### src/rtl/radio_pll_sequencer_if.sv
// Request/response bundle between the timing engine and the PLL sequencer.
// Latency: none, plain wires.
// Backpressure: none; requests are levels and the responder reports status levels.
interface radio_pll_sequencer_if #(
  parameter int BIT_WIDTH = 2
);
  logic                 isolate;
  logic [BIT_WIDTH-1:0] radioEnable;
  logic [BIT_WIDTH-1:0] radioRxEn;
  logic [BIT_WIDTH-1:0] tArstFs;
  logic [BIT_WIDTH-1:0] pllSettled;
  logic [BIT_WIDTH-1:0] busy;

  // Timing engine side: drives requests, observes status.
  modport master (
    output isolate, radioEnable, radioRxEn,
    input  tArstFs, pllSettled, busy
  );

  // Sequencer side: observes requests, drives status.
  modport slave (
    input  isolate, radioEnable, radioRxEn,
    output tArstFs, pllSettled, busy
  );
endinterface

### src/rtl/radio_pll_sequencer.sv
// Per-lane PLL start-up sequencer: fast-settle reset pulse, then settle count, then locked.
// Latency: pllSettled rises FS_RST_CYCLES + SETTLE_x_CYCLES edges after the request is first sampled.
// Backpressure: none; dropping the request (or isolate) returns the lane to IDLE at the next edge.
module radio_pll_sequencer #(
  parameter int BIT_WIDTH        = 2,
  parameter int FS_RST_CYCLES    = 4,
  parameter int SETTLE_TX_CYCLES = 16,
  parameter int SETTLE_RX_CYCLES = 24,
  parameter int CNT_WIDTH        = 8
) (
  input  logic                 ck,
  input  logic                 arst,
  radio_pll_sequencer_if.slave bus
);

  localparam int CNT_MAX = (1 << CNT_WIDTH) - 1;

  // Every cycle count must be loadable as (count - 1) into the lane counter.
  if (FS_RST_CYCLES < 1 || FS_RST_CYCLES > CNT_MAX) begin : g_bad_fs
    $error("FS_RST_CYCLES out of range for CNT_WIDTH");
  end
  if (SETTLE_TX_CYCLES < 1 || SETTLE_TX_CYCLES > CNT_MAX) begin : g_bad_tx
    $error("SETTLE_TX_CYCLES out of range for CNT_WIDTH");
  end
  if (SETTLE_RX_CYCLES < 1 || SETTLE_RX_CYCLES > CNT_MAX) begin : g_bad_rx
    $error("SETTLE_RX_CYCLES out of range for CNT_WIDTH");
  end

  localparam logic [CNT_WIDTH-1:0] FS_LOAD = CNT_WIDTH'(FS_RST_CYCLES - 1);
  localparam logic [CNT_WIDTH-1:0] TX_LOAD = CNT_WIDTH'(SETTLE_TX_CYCLES - 1);
  localparam logic [CNT_WIDTH-1:0] RX_LOAD = CNT_WIDTH'(SETTLE_RX_CYCLES - 1);

  typedef enum logic [1:0] {
    IDLE   = 2'd0,
    FSRST  = 2'd1,
    SETTLE = 2'd2,
    LOCKED = 2'd3
  } state_t;

  logic [BIT_WIDTH-1:0] tarst_vec;
  logic [BIT_WIDTH-1:0] settled_vec;
  logic [BIT_WIDTH-1:0] busy_vec;

  for (genvar i = 0; i < BIT_WIDTH; i++) begin : g_lane
    state_t               state_q, state_d;
    logic [CNT_WIDTH-1:0] cnt_q, cnt_d;
    logic                 mode_q, mode_d;
    logic                 req, mode;
    logic                 tarst_q, settled_q, busy_q;

    // The source domain may be powered down: isolate clamps both request bits low.
    assign req  = bus.radioEnable[i] & ~bus.isolate;
    assign mode = bus.radioRxEn[i]   & ~bus.isolate;

    // Next-state and counter logic; a dropped request always wins.
    always_comb begin
      state_d = state_q;
      cnt_d   = cnt_q;
      mode_d  = mode_q;
      case (state_q)
        IDLE: begin
          if (req) begin
            state_d = FSRST;
            cnt_d   = FS_LOAD;
          end
        end
        FSRST: begin
          if (!req) begin
            state_d = IDLE;
            cnt_d   = '0;
          end else if (cnt_q == '0) begin
            state_d = SETTLE;
            mode_d  = mode;
            cnt_d   = mode ? RX_LOAD : TX_LOAD;
          end else begin
            cnt_d = cnt_q - 1'b1;
          end
        end
        SETTLE: begin
          if (!req) begin
            state_d = IDLE;
            cnt_d   = '0;
          end else if (cnt_q == '0) begin
            state_d = LOCKED;
          end else begin
            cnt_d = cnt_q - 1'b1;
          end
        end
        LOCKED: begin
          if (!req) begin
            state_d = IDLE;
            cnt_d   = '0;
          end else if (mode != mode_q) begin
            // Retune to the other band without another fast-settle pulse.
            state_d = SETTLE;
            mode_d  = mode;
            cnt_d   = mode ? RX_LOAD : TX_LOAD;
          end
        end
        default: begin
          state_d = IDLE;
          cnt_d   = '0;
        end
      endcase
    end

    // State register plus output flops decoded from the next state, so outputs are glitch-free.
    always_ff @(posedge ck or negedge arst) begin
      if (!arst) begin
        state_q   <= IDLE;
        cnt_q     <= '0;
        mode_q    <= 1'b0;
        tarst_q   <= 1'b0;
        settled_q <= 1'b0;
        busy_q    <= 1'b0;
      end else begin
        state_q   <= state_d;
        cnt_q     <= cnt_d;
        mode_q    <= mode_d;
        tarst_q   <= (state_d == FSRST);
        settled_q <= (state_d == LOCKED);
        busy_q    <= (state_d == FSRST) || (state_d == SETTLE);
      end
    end

    assign tarst_vec[i]   = tarst_q;
    assign settled_vec[i] = settled_q;
    assign busy_vec[i]    = busy_q;
  end

  assign bus.tArstFs    = tarst_vec;
  assign bus.pllSettled = settled_vec;
  assign bus.busy       = busy_vec;

endmodule
### src/flat_wrapper.sv
// flat-port wrapper written by rule: the top's interface ports become plain ports
module radio_pll_sequencer_flat 
#(
  parameter int BIT_WIDTH        = 2,
  parameter int FS_RST_CYCLES    = 4,
  parameter int SETTLE_TX_CYCLES = 16,
  parameter int SETTLE_RX_CYCLES = 24,
  parameter int CNT_WIDTH        = 8
)
  (ck, arst, bus_isolate, bus_radioEnable, bus_radioRxEn, bus_tArstFs, bus_pllSettled, bus_busy);
  radio_pll_sequencer_if #(.BIT_WIDTH(BIT_WIDTH)) bus_i ();
  input  logic ck;
  input  logic arst;
  input wire logic [$bits(bus_i.isolate)-1:0] bus_isolate;
  input wire logic [$bits(bus_i.radioEnable)-1:0] bus_radioEnable;
  input wire logic [$bits(bus_i.radioRxEn)-1:0] bus_radioRxEn;
  output wire logic [$bits(bus_i.tArstFs)-1:0] bus_tArstFs;
  output wire logic [$bits(bus_i.pllSettled)-1:0] bus_pllSettled;
  output wire logic [$bits(bus_i.busy)-1:0] bus_busy;
  assign bus_i.isolate = bus_isolate;
  assign bus_i.radioEnable = bus_radioEnable;
  assign bus_i.radioRxEn = bus_radioRxEn;
  assign bus_tArstFs = bus_i.tArstFs;
  assign bus_pllSettled = bus_i.pllSettled;
  assign bus_busy = bus_i.busy;
  radio_pll_sequencer #(.BIT_WIDTH(BIT_WIDTH), .FS_RST_CYCLES(FS_RST_CYCLES), .SETTLE_TX_CYCLES(SETTLE_TX_CYCLES), .SETTLE_RX_CYCLES(SETTLE_RX_CYCLES), .CNT_WIDTH(CNT_WIDTH)) u_core (.ck(ck), .arst(arst), .bus(bus_i));
endmodule
### config.mk
export PLATFORM = sky130hd
export DESIGN_NAME = radio_pll_sequencer_flat
export DESIGN_NICKNAME = d
export VERILOG_FILES = /design/src/rtl/radio_pll_sequencer_if.sv /design/src/rtl/radio_pll_sequencer.sv /design/src/flat_wrapper.sv
export SDC_FILE = /design/constraint.sdc
export NUM_CORES = 1
export LEC_CHECK = 0
export BUFFER_PORTS_ARGS = -buffer_cell sky130_fd_sc_hd__buf_2
export CORE_MARGIN = 2
export CORE_UTILIZATION = 60
export DETAILED_ROUTE_END_ITERATION = 7
export GPL_ROUTABILITY_DRIVEN = 0
export HOLD_SLACK_MARGIN = 0.06
export PLACE_DENSITY_LB_ADDON = 0.1
export SLEW_MARGIN = 20
export SYNTH_ARGS = -nofsm -noshare
export SYNTH_HDL_FRONTEND = slang
export SYNTH_SLANG_ARGS = --single-unit
### constraint.sdc
create_clock -name ck -period 3 [get_ports ck]
set_clock_uncertainty 0.05 [all_clocks]
set_input_delay 0.3 -clock ck [delete_from_list [all_inputs] [get_ports ck]]
set_output_delay 0.3 -clock ck [all_outputs]
set_load 0.1 [all_outputs]
==> impl_metrics.toml <==
[drt]
vias_per_cell = 6.24
routed_wirelength_mm = 4.18
first_iter_violations = 112
drcViolationCount = 0
route.antenna.remaining_nets = 0
drt-wirelength-per-cell_um = 15.8
drtPass1Iterations = 4
routed-via-count = 1648

[clock_tree]
clock_insertion_delay_worst_skew_ns = 0.32
cts_resized = 0
number_of_cts_inserted_buffers = 3
cts.path.max_buffers = 2
cts_num_sinks = 28
worst_setup_hold_path_clk_slew_ns = 0.15
cts_tree = "done"
htree_levels = 1
cts.root.buffer_cell = "clkbuf_4"
cts_setup_buffers = 0

[floorplan]
placementRows = 20
top_level_ports = 13
core_region_um2 = 3030
chipWidth_um = 60.1
fp.dieH_um = 60.1
starting_density_of_the_core_pct = 62.3
area_of_the_die_um2 = 3610

[sta]
tns_ns = 0
timing.final.setup_violations = 0
max_clock_freq_ghz = 0.376
post-route-period-util_pct = 88.7
layout_min_cycle_time_ns = 2.66
worst-slew-pin-transition_ns = 0.621
hold_viol_final = 0
slew_headroom_pct = 58.6
rsz0062_at_grt = "false"
finalHoldWorstSlack_ns = 0.224
postLayoutSetupSlackWorst_ns = 0.340
slew_violations = 0

[synthesis]
post_synth_design_cell_area_um2 = 1890
synth_edf_count = 0
synth_cell_type_count = 53
synthesis.instances = 219
syn-num-nets = 232
yosysSeqAreaShare_pct = 37.1
yosys_most_used_dff = "dfrtp_1"
yosys_register_bits = 28
ys_async_sr_fraction_pct = 100
synthesis.yosys.warnings = 0
syn_area_per_cell_um2 = 8.62

[outcome]
run_status = "complete, no violations"

[worst_setup_path]
cp-start-kind = "flop"
timing_worst_setup_path_type = "reg2reg"
max_fanout_on_critical_path = 7
timing.critical_path.arrival_ns = 2.85
worstRegToRegCells = 8
worstSetupEndpointType = "flop"
worst-endpoint-required_ns = 3.19
crit-reg2reg-capture = "u_core.g_lane[1].busy_q$_DFF_PN0_"
reg2reg_setup_slack_ns = 0.34
reg2reg_from = "u_core.g_lane[1].cnt_q[0]$_DFFE_PN0P_"

[final_layout]
antennaDiodeCount = 0
final_cell_mix = "28 x dfrtp_1, 22 x nor2_1, 17 x o21ai_0, 16 x a21oi_1, 15 x inv_1"
p_r_area_growth_vs_syn_pct = 3.51
final_nets = 235
drive_gt1_share_pct = 10.5
layout.cells.most_common = "dfrtp_1"

[global_routing]
first_global_vias = 1629
grtUsageTotal_pct = 26.2
antenna_found_initial = 0
wire_length_of_the_first_global_routing_pass_mm = 7.18
gr-total-overflow = 0
maximum_number_of_pins_on_one_net_before_global_route_repair = 29

[flow_run]
max_cap_viol_count = 0

[worst_hold_path]
hold_path.class = "in2reg"
hold_path_end = "u_core.g_lane[1].mode_q$_DFFE_PN0P_"
whs_path_cells = 3
worst_hold_startpoint = "bus_radioRxEn[1]"

[power_and_ir_drop]
total_leakage_power_nw = 0.905
worst_ir_drop_vdd_mv = 0.309
power.density_nw_per_um2 = 661

[place]
hpwl_mm = 3.10
portBuffers = 12
preCtsSetupSlack_ns = 0.389
-- what timing repair did --
item | 4_1_cts | 5_1_grt
hold endpoints to repair | 28 | 0
hold buffers | 1 | 0
endpoints found under the setup margin | 0 | 0
-- cell families (layout without fill, tap and decap cells) --
group	count (synthesis)	count (layout)	share of synthesized area, %
buffers and inverters	30	31	7.29
AO/OA/AOI/OAI	65	65	22.2
XOR/XNOR	6	6	2.79
flip-flops	28	28	37.1
multiplexers	4	4	2.25
AND/OR/NAND/NOR	79	79	23.8
adder cells (fa/ha/maj)	7	7	4.51
-- final cells by class --
class	count	area (um^2)
well taps	44	55.1
fillers	278	1070
multi-input cells	161	1050
inverters	15	56.3
flip-flops and latches	28	701
clock buffers	3	22.5
repair buffers	13	70.1
-- synthesized netlist by cell type, types with 3 or more instances --
library cell | n | area share [%]
dfrtp_1 | 28 | 37
nor2_1 | 22 | 4.4
o21ai_0 | 17 | 4.5
a21oi_1 | 16 | 4.2
inv_1 | 15 | 3.0
nand2_1 | 14 | 2.8
clkbuf_1 | 7 | 1.4
nand2b_1 | 7 | 2.3
nor3_1 | 7 | 1.9
buf_4 | 6 | 2.4
ha_1 | 6 | 4.0
nor2b_1 | 5 | 1.7
o211ai_1 | 5 | 2.0
o22ai_1 | 4 | 1.3
a31oi_1 | 3 | 0.99
nand3_1 | 3 | 0.80
or4_1 | 3 | 1.2
xnor2_1 | 3 | 1.4
xor2_1 | 3 | 1.4
-- flip-flops by register name (all words and copies together) (netlist names) --
| name | count |
|---|---|
| u_core.g_lane.state_q | 4 |
| u_core.g_lane.cnt_q | 16 |
| u_core.g_lane.mode_q | 2 |
| u_core.g_lane.busy_q | 2 |
| u_core.g_lane.tarst_q | 2 |
| u_core.g_lane.settled_q | 2 |
-- how the worst max path moves through the flow --
stage	startpoint	endpoint	slack (ns)	cells after the start
after floorplan	u_core.g_lane[1].cnt_q[0]$_DFFE_PN0P_	u_core.g_lane[1].busy_q$_DFF_PN0_	0.64	10
after global placement	u_core.g_lane[1].cnt_q[0]$_DFFE_PN0P_	u_core.g_lane[1].busy_q$_DFF_PN0_	0.49	8
after detailed placement	u_core.g_lane[1].cnt_q[0]$_DFFE_PN0P_	u_core.g_lane[1].busy_q$_DFF_PN0_	0.39	8
after CTS	u_core.g_lane[1].cnt_q[0]$_DFFE_PN0P_	u_core.g_lane[1].busy_q$_DFF_PN0_	0.36	8
after global routing	u_core.g_lane[0].cnt_q[0]$_DFFE_PN0P_	u_core.g_lane[0].cnt_q[4]$_DFFE_PN0P_	0.16	6
final	u_core.g_lane[1].cnt_q[0]$_DFFE_PN0P_	u_core.g_lane[1].busy_q$_DFF_PN0_	0.34	8
-- worst max-delay path: stages (launching register included) --
cell and delay, ns:
dfrtp_1 0.44, inv_1 0.10, ha_1 0.20, or4b_1 0.60
or4_1 0.61, nor2_1 0.14, o21ai_1 0.09, ha_1 0.31
inv_1 0.03
-- stage by stage --
step	area, um^2	utilization (%)	instances	power [mW]
global route	1950	64.5	264	1.39
global placement	1920	63.4	260	1.11
detailed placement	1920	63.4	260	1.13
finish	1950	64.5	264	1.29
floorplan	1890	-	219	1.02
CTS	1950	64.5	264	1.29
-- per-layer routing --
| metal | vias to the layer above | global-route usage, % | wire (um) |
|---|---|---|---|
| met3 | 14 | 3.68 | 128 |
| li1 | 797 | - | - |
| met1 | 797 | 31.1 | 1750 |
| met4 | 0 | 11.7 | 85 |
| met2 | 40 | 46.6 | 2220 |
| met5 | - | 0 | 0 |
-- report_power, final --
part / switching (mW) / total (mW) / internal, mW
clock network: 0.108 / 0.155 / 0.0470
logic: 0.397 / 0.610 / 0.213
registers: 0.0856 / 0.526 / 0.441
No activity file was read; power rests on OpenSTA's default activity.
